**src/rtl/vec_check_if.sv**
```systemverilog
// Vector-memory and DUT-side bus for the test-vector sequencer.
// The sequencer holds the master side; memory and DUT sit on the slave side.
interface vec_check_if #(
    parameter int S_W = 2,
    parameter int X_W = 1,
    parameter int AW  = 4
);
    logic [AW-1:0]      vec_addr;
    logic [S_W+X_W-1:0] vec_data;
    logic [S_W-1:0]     dut_s;
    logic [X_W-1:0]     dut_x;

    modport master (
        output vec_addr,
        output dut_s,
        input  vec_data,
        input  dut_x
    );

    modport slave (
        input  vec_addr,
        input  dut_s,
        output vec_data,
        output dut_x
    );
endinterface

```
**src/rtl/vec_check_seq.sv**
```systemverilog
// On-board test-vector sequencer/checker: fetch {s, exp}, drive s,
// wait SETTLE cycles, compare x, and report first error and error count.
module vec_check_seq #(
    parameter int S_W         = 2,
    parameter int X_W         = 1,
    parameter int AW          = 4,
    parameter int SETTLE      = 5,
    parameter int STOP_ON_ERR = 1
) (
    input  logic          clk,
    input  logic          rst_n,
    input  logic          start,
    input  logic [AW:0]   vec_count,
    vec_check_if.master   bus,
    output logic          busy,
    output logic          done,
    output logic          pass,
    output logic          fail,
    output logic [AW-1:0] err_addr,
    output logic [X_W-1:0] err_exp,
    output logic [X_W-1:0] err_got,
    output logic [7:0]    err_count
);
    localparam logic [2:0] IDLE  = 3'd0;
    localparam logic [2:0] FETCH = 3'd1;
    localparam logic [2:0] LOAD  = 3'd2;
    localparam logic [2:0] WAIT  = 3'd3;
    localparam logic [2:0] CHECK = 3'd4;
    localparam logic [2:0] DONE  = 3'd5;

    localparam logic [AW:0]   MAX_N  = {1'b1, {AW{1'b0}}};
    localparam logic [AW:0]   ONE_N  = (AW+1)'(1);
    localparam logic [AW-1:0] ONE_I  = AW'(1);
    localparam logic [7:0]    CNT0   = 8'(SETTLE - 1);
    localparam bit            STOP   = (STOP_ON_ERR != 0);

    logic [2:0]     state;
    logic [AW-1:0]  idx;
    logic [AW-1:0]  addr_q;
    logic [AW:0]    n_q;
    logic [AW:0]    n_in;
    logic [7:0]     cnt;
    logic [S_W-1:0] s_q;
    logic [X_W-1:0] exp_q;
    logic           mism;
    logic           last;

    // Counts beyond the memory depth run the whole memory once, never wrap.
    assign n_in = (vec_count > MAX_N) ? MAX_N : vec_count;
    assign mism = (bus.dut_x != exp_q);
    assign last = ({1'b0, idx} == (n_q - ONE_N));

    assign bus.vec_addr = addr_q;
    assign bus.dut_s    = s_q;

    assign busy = (state == FETCH) || (state == LOAD) ||
                  (state == WAIT)  || (state == CHECK);
    assign done = (state == DONE);
    assign pass = done && (err_count == 8'd0);
    assign fail = done && (err_count != 8'd0);

    always_ff @(posedge clk or negedge rst_n) begin
        if (!rst_n) begin
            state     <= IDLE;
            idx       <= '0;
            addr_q    <= '0;
            n_q       <= '0;
            cnt       <= '0;
            s_q       <= '0;
            exp_q     <= '0;
            err_addr  <= '0;
            err_exp   <= '0;
            err_got   <= '0;
            err_count <= '0;
        end else begin
            case (state)
                IDLE, DONE: begin
                    if (start) begin
                        err_count <= '0;
                        err_addr  <= '0;
                        err_exp   <= '0;
                        err_got   <= '0;
                        n_q       <= n_in;
                        idx       <= '0;
                        addr_q    <= '0;
                        state     <= (n_in == '0) ? DONE : FETCH;
                    end
                end
                FETCH: state <= LOAD;
                LOAD: begin
                    s_q   <= bus.vec_data[S_W+X_W-1:X_W];
                    exp_q <= bus.vec_data[X_W-1:0];
                    cnt   <= CNT0;
                    state <= WAIT;
                end
                WAIT: begin
                    if (cnt == 8'd0) state <= CHECK;
                    else             cnt   <= cnt - 8'd1;
                end
                CHECK: begin
                    if (mism) begin
                        if (err_count == 8'd0) begin
                            err_addr <= idx;
                            err_exp  <= exp_q;
                            err_got  <= bus.dut_x;
                        end
                        if (err_count != 8'hFF)
                            err_count <= err_count + 8'd1;
                    end
                    if ((mism && STOP) || last) begin
                        state <= DONE;
                    end else begin
                        idx    <= idx + ONE_I;
                        addr_q <= idx + ONE_I;
                        state  <= FETCH;
                    end
                end
                default: state <= IDLE;
            endcase
        end
    end
endmodule
```
**src/flat_wrapper.sv**
```systemverilog
// flat-port wrapper written by rule: the top's interface ports become plain ports
module vec_check_seq_flat 
#(
    parameter int S_W         = 2,
    parameter int X_W         = 1,
    parameter int AW          = 4,
    parameter int SETTLE      = 5,
    parameter int STOP_ON_ERR = 1
)
  (clk, rst_n, start, vec_count, busy, done, pass, fail, err_addr, err_exp, err_got, err_count, bus_vec_addr, bus_dut_s, bus_vec_data, bus_dut_x);
  vec_check_if #(.S_W(S_W), .X_W(X_W), .AW(AW)) bus_i ();
  input  logic clk;
  input  logic rst_n;
  input  logic start;
  input  logic [AW:0] vec_count;
  output logic busy;
  output logic done;
  output logic pass;
  output logic fail;
  output logic [AW-1:0] err_addr;
  output logic [X_W-1:0] err_exp;
  output logic [X_W-1:0] err_got;
  output logic [7:0] err_count;
  output wire logic [$bits(bus_i.vec_addr)-1:0] bus_vec_addr;
  output wire logic [$bits(bus_i.dut_s)-1:0] bus_dut_s;
  input wire logic [$bits(bus_i.vec_data)-1:0] bus_vec_data;
  input wire logic [$bits(bus_i.dut_x)-1:0] bus_dut_x;
  assign bus_vec_addr = bus_i.vec_addr;
  assign bus_dut_s = bus_i.dut_s;
  assign bus_i.vec_data = bus_vec_data;
  assign bus_i.dut_x = bus_dut_x;
  vec_check_seq #(.S_W(S_W), .X_W(X_W), .AW(AW), .SETTLE(SETTLE), .STOP_ON_ERR(STOP_ON_ERR)) u_core (.clk(clk), .rst_n(rst_n), .start(start), .vec_count(vec_count), .bus(bus_i), .busy(busy), .done(done), .pass(pass), .fail(fail), .err_addr(err_addr), .err_exp(err_exp), .err_got(err_got), .err_count(err_count));
endmodule
```
**config.mk**
```make
export PLATFORM = sky130hd
export DESIGN_NAME = vec_check_seq_flat
export DESIGN_NICKNAME = d
export VERILOG_FILES = /design/src/rtl/vec_check_if.sv /design/src/rtl/vec_check_seq.sv /design/src/flat_wrapper.sv
export SDC_FILE = /design/constraint.sdc
export NUM_CORES = 1
export LEC_CHECK = 0
export CAP_MARGIN = 20
export CORE_MARGIN = 2
export CORE_UTILIZATION = 50
export DETAILED_ROUTE_END_ITERATION = 8
export HOLD_SLACK_MARGIN = 0.1
export PLACE_DENSITY = 0.84
export SETUP_SLACK_MARGIN = 0.02
export SLEW_MARGIN = 25
export SYNTH_ARGS = -nofsm -noshare
export SYNTH_HDL_FRONTEND = slang
export SYNTH_SLANG_ARGS = --single-unit
export TNS_END_PERCENT = 20
```
**constraint.sdc**
```tcl
create_clock -name clk -period 5.5 [get_ports clk]
set_input_delay 1.1 -clock clk [delete_from_list [all_inputs] [get_ports clk]]
set_output_delay 1.1 -clock clk [all_outputs]
set_load 0.02 [all_outputs]
```
# Word level (Yosys, flattened, before mapping)
# Cells that the tools add are included.
# word_totals
ff_bits,37
output_inout_bits,24
elab_cells,75
# classes
add_sub_neg,4
magnitude_cmp,1
eq_ne,15
muxes,25
reduce_logical,20
# ops
operator,count
8-bit two-way mux,4
8-bit case mux with 2 select lines,2
8-bit zero test,2
4-bit two-way mux,4
4-bit case mux with 2 select lines,2
3-bit case mux with 5 select lines,1
3-bit two-way mux,4
2-bit inequality test (second input constant),6
8-bit by 1-bit adder with 8-bit output (second input constant),1
8-bit inequality test (second input constant),1
4-bit AND reduction,2
8-bit nonzero test,1
8-bit by 1-bit subtractor with 8-bit output (second input constant),1
3-bit by 2-bit equality test with 1-bit output (second input constant),2
3-bit equality test (second input constant),2
2-bit AND reduction,3
4-bit by 5-bit equality test with 1-bit output,1
5-bit > comparator (second input constant),1
5-bit zero test,1
1-bit two-way mux,5
5-bit two-way mux,1
5-bit by 1-bit subtractor with 5-bit output (second input constant),1
4-bit by 1-bit adder with 4-bit output (second input constant),1
1-bit logical OR,4
other kinds (9),12

# Logic depth before layout (Yosys ltp)
# Gate-level depths: netlist of the first run.
# logic_depth
ltp_word,6
ltp_mapped,8
mapped_depth_nobuf,7

# Worst setup path before layout of the first run
# No wires, ideal clock.
# synth_timing
kind,reg2out
startpoint,reg u_core.err_count[0]
endpoint,out pass
arrival_time_ns,1.366
required_time_ns,4.400
setup_slack_ns,3.034
stages_incl_launch_ff,6
n_path_buf,0
cell_sequence,dfrtp_1 > inv_1 > ha_1 > nor4b_1 > nand2_1 > nor2_1
# synth_via
elab_chain_cells,2
# synth_rtl
item,line_no,text
"start, declared",vec_check_seq.sv:22,output logic [7:0] err_count
"start signal, assigned",vec_check_seq.sv:108,err_count <= err_count + 8'd1;
8-bit zero test,vec_check_seq.sv:59,assign pass = done && (err_count == 8'd0);
1-bit logical AND,vec_check_seq.sv:59,
"end, declared",flat_wrapper.sv:18,output logic pass;
# No other way between the ends.

# Worst setup path after layout of the first run
# Same ends and word-level chain as after synthesis.

==> results by group, run 1 <==
Logic synthesis
  • Synth area leaders: dfrtp_1 45%, nand2_1 7.7%, o21ai_0 5.4%
  • Yosys top cell by area: dfrtp_1
  • Most frequent cells after synthesis: 42 x nand2_1, 37 x dfrtp_1, 22 x o21ai_0
  • Leading register cell type out of synthesis: dfrtp_1
  • Netlist cell types: 44
  • Syn Area/Cell: 9.11 sq um
  • Syn. warnings: 0
  • Post-synth net total: 243
  • Share of the synthesized area in the top cell type: 45.2%
  • Yosys reg bits: 37
  • Mapped cell area: 2050 sq um
  • Mapped Cells: 225
  • Register area share after synthesis: 45.2%
  • Post-synth ARST share: 100%
  • Post-synth EDFFs: 0
  • Most numerous cell in the Yosys netlist: nand2_1

Clock network
  • PostCTS Resize Cnt: 0
  • Post-CTS Setup Inserts: 0
  • Clk_lat worst skew: 0.28 ns
  • Cts hold-fix bufs: 0
  • Clk pin slew, worst setup/hold paths: 0.07 ns
  • CTS tree: done
  • Inserted Clock Buffers: 5
  • H-Tree Depth: 2
  • Clk sinks: 37
  • Clock Path Buffers: 2
  • Clock Tree Root: clkbuf_8

GRT
  • Grt ovf: 0
  • Antenna violations before repair: 0
  • Vias in the first global route: 1548
  • First-pass GRT wire length: 6.95 mm
  • Largest net degree at the start of global routing: 38
  • Tot GR Track Use: 20.3%

Critical path
  • Worst r2r src: u_core.cnt[0]
  • FF-to-FF End: u_core.state[2]
  • WP data required: 4.40 ns
  • Slowest CP cell: clkdlybuf4s50_1
  • Reg-to-reg slack, setup: 3.29 ns
  • CP Max Fanout: 6
  • Worst path max stage delay: 0.61 ns
  • Crit path arrival time: 2.13 ns
  • Worst path cell trace: inv_1 -> ha_1 -> nor4b_1 -> nand2_1 -> nor2_1 -> clkdlybuf4s50_1
  • Crit Path Class: register to output pin
  • Crit. Startpoint: u_core.err_count[0]
  • Crit path depth: 6
  • Startpoint Class: register
  • CP delay by family, top: buffers and inverters
  • Worst R2R Path Depth: 7
  • Crit path to: pass
  • Worst path bufs/invs: 2
  • Worst setup EP type: output pin

Drt
  • DRC Markers: 0
  • Pre-Repair DR Iteration Count: 4
  • DR WL/cell: 13.6 microns
  • Via-to-Cell Ratio: 5.56
  • Via count: 1725
  • DR iter-0 viols: 74
  • Routed Antenna Nets: 0
  • Drt total wl: 4.21 mm

Timing
  • Max Clk Rate: 310 MHz
  • Final setup skew: 0.00429 ns
  • # setup viols final: 0
  • Period utilization: 58.7%
  • Post-Route Setup TNS: 0 ns
  • Tmin final: 3.23 ns
  • Worst-margin pin slew: 0.687 ns
  • RSZ-0062 raised after global routing: no
  • Max_slew headroom: 54.1%
  • Final hold viol count: 0
  • Final Slew Violations: 0

Die
  • Total core area: 3970 sq um
  • Io pins: 36
  • Die width: 68.0 microns
  • Num rows: 23
  • Die H: 68.0 microns
  • Die ar.: 4630 sq um
  • Initial Util: 51.6%

Layout
  • Nets: 278
  • Area grow syn2layout: 23.6%
  • Share of cells above drive strength 1: 6.92%
  • Filler cell count: 335
  • N_diodes: 0

Run
  • # Max-Cap Violations: 0

Worst hold path
  • Worst Hold Class: register to register

Place
  • Post-DP HPWL: 2.97 mm
  • RD Place Congestion: 0.830
  • IO buf count: 35

Status
  • Outcome: finished, final reports clean

Power and ir drop
  • Max IR drop VDD: 337 uV
  • P_leak: 1.06 nW
  • Pwr Total: 1.17 mW
  • Power density over the cells: 463 nW/um^2
==> worst reg2reg max path: cells and delay by family (launching register included) <==
family                     cells  cell delay, ns
buffers and inverters          1            0.11
adders and majority gates      1            0.19
DFF                            1            0.43
and+or+nand+nor                2            0.79
AOI/OAI and AO/OA              3            0.64
==> through the flow <==
| step | cells | util, % | area [sq um] | hold slack [ns] | worst slack (ns) |
|---|---|---|---|---|---|
| after floorplan | 225 | - | 2050 | 0.467 | 3.03 |
| after global placement | 303 | 61.4 | 2440 | 0.482 | 2.53 |
| after detailed placement | 303 | 61.4 | 2440 | 0.489 | 2.49 |
| after CTS | 310 | 63.6 | 2520 | 0.506 | 2.23 |
| after global routing | 310 | 63.8 | 2530 | 0.529 | 2.04 |
| final | 310 | 63.8 | 2530 | 0.506 | 2.27 |
==> cell type report <==
cell class / instances / area, sq um / area share, %
timing repair buffer: 36 / 358 / 14.1
clock buffer: 7 / 86.3 / 3.41
sequential: 37 / 926 / 36.6
tap: 50 / 62.6 / 2.47
inverter: 13 / 48.8 / 1.93
multi-input combinational: 167 / 1050 / 41.5
==> report_power, final <==
group	total (mW)	internal [mW]	switching (mW)	leakage, nW
sequential	0.461	0.352	0.108	0.485
combinational	0.522	0.253	0.269	0.528
clock	0.190	0.0994	0.0904	0.0443
total	1.17	0.705	0.468	1.06
==> registers in the layout (all words and copies together), names as in the netlist, 2 cells and up <==
name              flops
u_core.cnt            8
u_core.bus.dut_s      2
u_core.err_count      8
u_core.n_q            5
u_core.state          3
u_core.err_addr       4
u_core.idx            4
==> layer usage <==
layer	vias to the layer above	wire length [microns]	track usage, %
met2	37	1950	32.0
li1	854	-	-
met1	829	1990	26.2
met3	5	218	6.25
met4	0	55	7.75
met5	-	0	0
==> cells in the final DEF (no fill, tap or decap), types with 2 or more instances in the layout <==
| cell | count |
|---|---|
| mux2i_1 | 3 |
| clkdlybuf4s50_1 | 35 |
| nand3_1 | 6 |
| xor2_1 | 2 |
| nand2b_1 | 3 |
| nor2_1 | 15 |
| clkbuf_8 | 6 |
| nand2_1 | 42 |
| a22o_1 | 6 |
| inv_1 | 13 |
| o31ai_1 | 2 |
| nor4_1 | 2 |
| ha_1 | 6 |
| xnor2_1 | 9 |
| dfrtp_1 | 37 |
| o21ai_0 | 22 |
| a31oi_1 | 3 |
| nor3_1 | 6 |
| a211oi_1 | 3 |
| or3_1 | 3 |
| a21oi_1 | 8 |
| mux2_2 | 3 |
| nand3b_1 | 2 |
==> logic make-up (layout without fill, tap and decap cells) <==
family / after synthesis / in the layout / synth area share, %
buffers and inverters: 21 / 56 / 3.91
AND/OR/NAND/NOR: 91 / 91 / 22.2
XOR/XNOR: 12 / 12 / 5.86
multiplexers: 6 / 6 / 3.11
AO/OA/AOI/OAI: 52 / 52 / 16.1
adder cells (fa/ha/maj): 6 / 6 / 3.66
flip-flops: 37 / 37 / 45.2
==> worst min-delay path by stage <==
stage	from	endpoint	slack, ns	cells after the start
floorplan	u_core.n_q[4]	u_core.n_q[4]	0.47	2
global placement	u_core.n_q[4]	u_core.n_q[4]	0.48	2
detailed placement	u_core.n_q[4]	u_core.n_q[4]	0.49	2
CTS	u_core.n_q[4]	u_core.n_q[4]	0.51	2
global route	u_core.n_q[4]	u_core.n_q[4]	0.53	2
finish	u_core.n_q[4]	u_core.n_q[4]	0.51	2
Power figures use the tool's default switching activity.
==> run 2: changes to the inputs <==
CORE_UTILIZATION = 47   (was 50)
PLACE_DENSITY = 0.83   (was 0.84)
clock period = 2.6 ns   (was 5.5 ns; I/O delays follow)
==> run 2 against run 1 <==
Compared with the run above:
- sequential cell count stayed put
- sequential power grew 110%
- sequential share of layout area shrank 1.2 points
- global-route usage decreased by 1.0 points
- clock-buffer cell count down 2
- critical path depth is 2 lower
- highest routed layer unchanged
==> results by group, run 2 (same netlist as run 1, synthesis figures left out) <==
Status
  • Outcome: finished, final reports clean

Layout
  • Area grow syn2layout: 28.0%
  • Share of cells above drive strength 1: 9.81%
  • Design area: 2620 sq um
  • Most frequent cells in the layout: 42 x nand2_1, 36 x dfrtp_1, 34 x clkdlybuf4s50_1
  • Nets: 282
  • Regs by FF count: u_core.cnt x8, u_core.err_count x8, u_core.n_q x5
  • N_diodes: 0
  • Most common cell after layout, fill and taps aside: nand2_1

Drt
  • Pre-Repair DR Iteration Count: 4
  • Routed Antenna Nets: 0
  • Via-to-Cell Ratio: 5.53
  • DR iter-0 viols: 73
  • DRC Markers: 0
  • DR WL/cell: 14.1 microns
  • Via count: 1754
  • Drt total wl: 4.47 mm

GRT
  • Met2 Usage GRT: 30.4%
  • GRT met1 Usage: 26.3%
  • GR Layer Usage met3: 4.76%
  • Antenna violations before repair: 0
  • First-pass GRT wire length: 7.59 mm
  • Grt ovf: 0
  • Grt peak-use layer: met2
  • Vias in the first global route: 1670
  • Largest net degree at the start of global routing: 38
  • Tot GR Track Use: 19.3%

Place
  • Dpl ws: 0.223 ns
  • Placement Cell Area: 2470 sq um
  • IO buf count: 35
  • Post-DP HPWL: 3.17 mm
  • RD Place Congestion: 0.892

Critical path
  • CP Max Fanout: 9
  • Crit path arrival time: 1.90 ns
  • Worst setup EP type: output pin
  • Crit Path Class: register to output pin
  • WP data required: 2.08 ns
  • Startpoint Class: register

Clock network
  • Inserted Clock Buffers: 5
  • Clk pin slew, worst setup/hold paths: 0.08 ns
  • Clock Tree Root: clkbuf_8
  • Clock Path Buffers: 2
  • Cts hold-fix bufs: 0
  • Clk sinks: 37
  • H-Tree Depth: 2
  • Clk_lat worst skew: 0.30 ns
  • CTS tree: done

Run
  • # Max-Cap Violations: 0

Timing
  • RSZ-0062 raised after global routing: no
  • Max_slew headroom: 54.4%
  • Tmin final: 2.42 ns
  • Period utilization: 93.0%
  • Setup ws final: 0.182 ns
  • Final Slew Violations: 0
  • Worst-margin pin slew: 0.683 ns
  • Max Clk Rate: 414 MHz
  • Final hold viol count: 0
  • # setup viols final: 0
  • Final setup skew: 0.00778 ns
  • Post-Route Setup TNS: 0 ns

Die
  • Die ar.: 4900 sq um
  • Die H: 70.0 microns
  • Initial Util: 48.1%
  • Total core area: 4260 sq um
  • Num rows: 24
  • Io pins: 36
  • Die width: 70.0 microns

Power and ir drop
  • Pwr Total: 2.71 mW
  • Max IR drop VDD: 758 uV
  • Power density over the cells: 1030 nW/um^2
  • P_leak: 1.12 nW

Worst hold path
  • Worst Hold Class: register to register
[run 2: worst max-delay path, stage by stage (launching register included)]
cell and delay [ns]:
dfrtp_2 0.46, nor2b_1 0.19, nand2_1 0.17, a21oi_1 0.17, clkdlybuf4s50_1 0.62
[run 2: path summary, 6_finish.rpt]
check	end	slack (ns)	start	depth (start not counted)
setup / recovery	fail	0.18	u_core.state[2]	4
hold / removal	u_core.n_q[4]	0.50	u_core.n_q[4]	2
max in group asynchronous	u_core.state[2]	1.60	rst_n	2
setup reg to reg	u_core.state[2]	0.41	u_core.cnt[0]	7
min in group asynchronous	u_core.bus.dut_s[1]	0.63	rst_n	2
hold reg to reg	u_core.n_q[4]	0.50	u_core.n_q[4]	2
[run 2: through the flow]
stage               std cells  hold slack [ns]  utilization (%)
floorplan                 225            0.224                -
detailed placement        309            0.488             58.0
CTS                       317            0.506             61.2
finish                    317            0.502             61.5
global route              317            0.528             61.5
global placement          309            0.481             58.0
[run 2: power by group]
part	internal (mW)	total [mW]	leakage [nW]	switching, mW
Clock	0.381	0.596	0.0681	0.215
Combinational	0.561	1.15	0.569	0.591
Sequential	0.746	0.963	0.484	0.216
[run 2: per-layer routing]
metal	routed length, microns	vias to the layer above
met5	0	-
met4	66	0
met3	189	7
met2	2040	40
met1	2170	846
li1	-	861
[run 2: area by class of cell]
cell class / count / area, sq um
Clock buffer: 5 / 68.8
Clock inverter: 3 / 65.1
Fill cell: 365 / 1640
Inverter: 13 / 48.8
Multi-Input combinational cell: 167 / 1060
Sequential cell: 37 / 927
Tap cell: 52 / 65.1
Timing Repair Buffer: 40 / 390
[run 2: repair_timing]
action / in CTS / in global routing
endpoints found under the setup margin: 1 / 2
pin swaps: 0 / 0
gates resized for setup: 1 / 2
setup buffers: 0 / 0
==> run 3: changes to the inputs <==
ABC_AREA = 0   (was not set)
SLEW_MARGIN = 20   (was 25)
==> results of run 3 <==
Same layout as run 2: the final DEF is identical, and so are final timing and power.
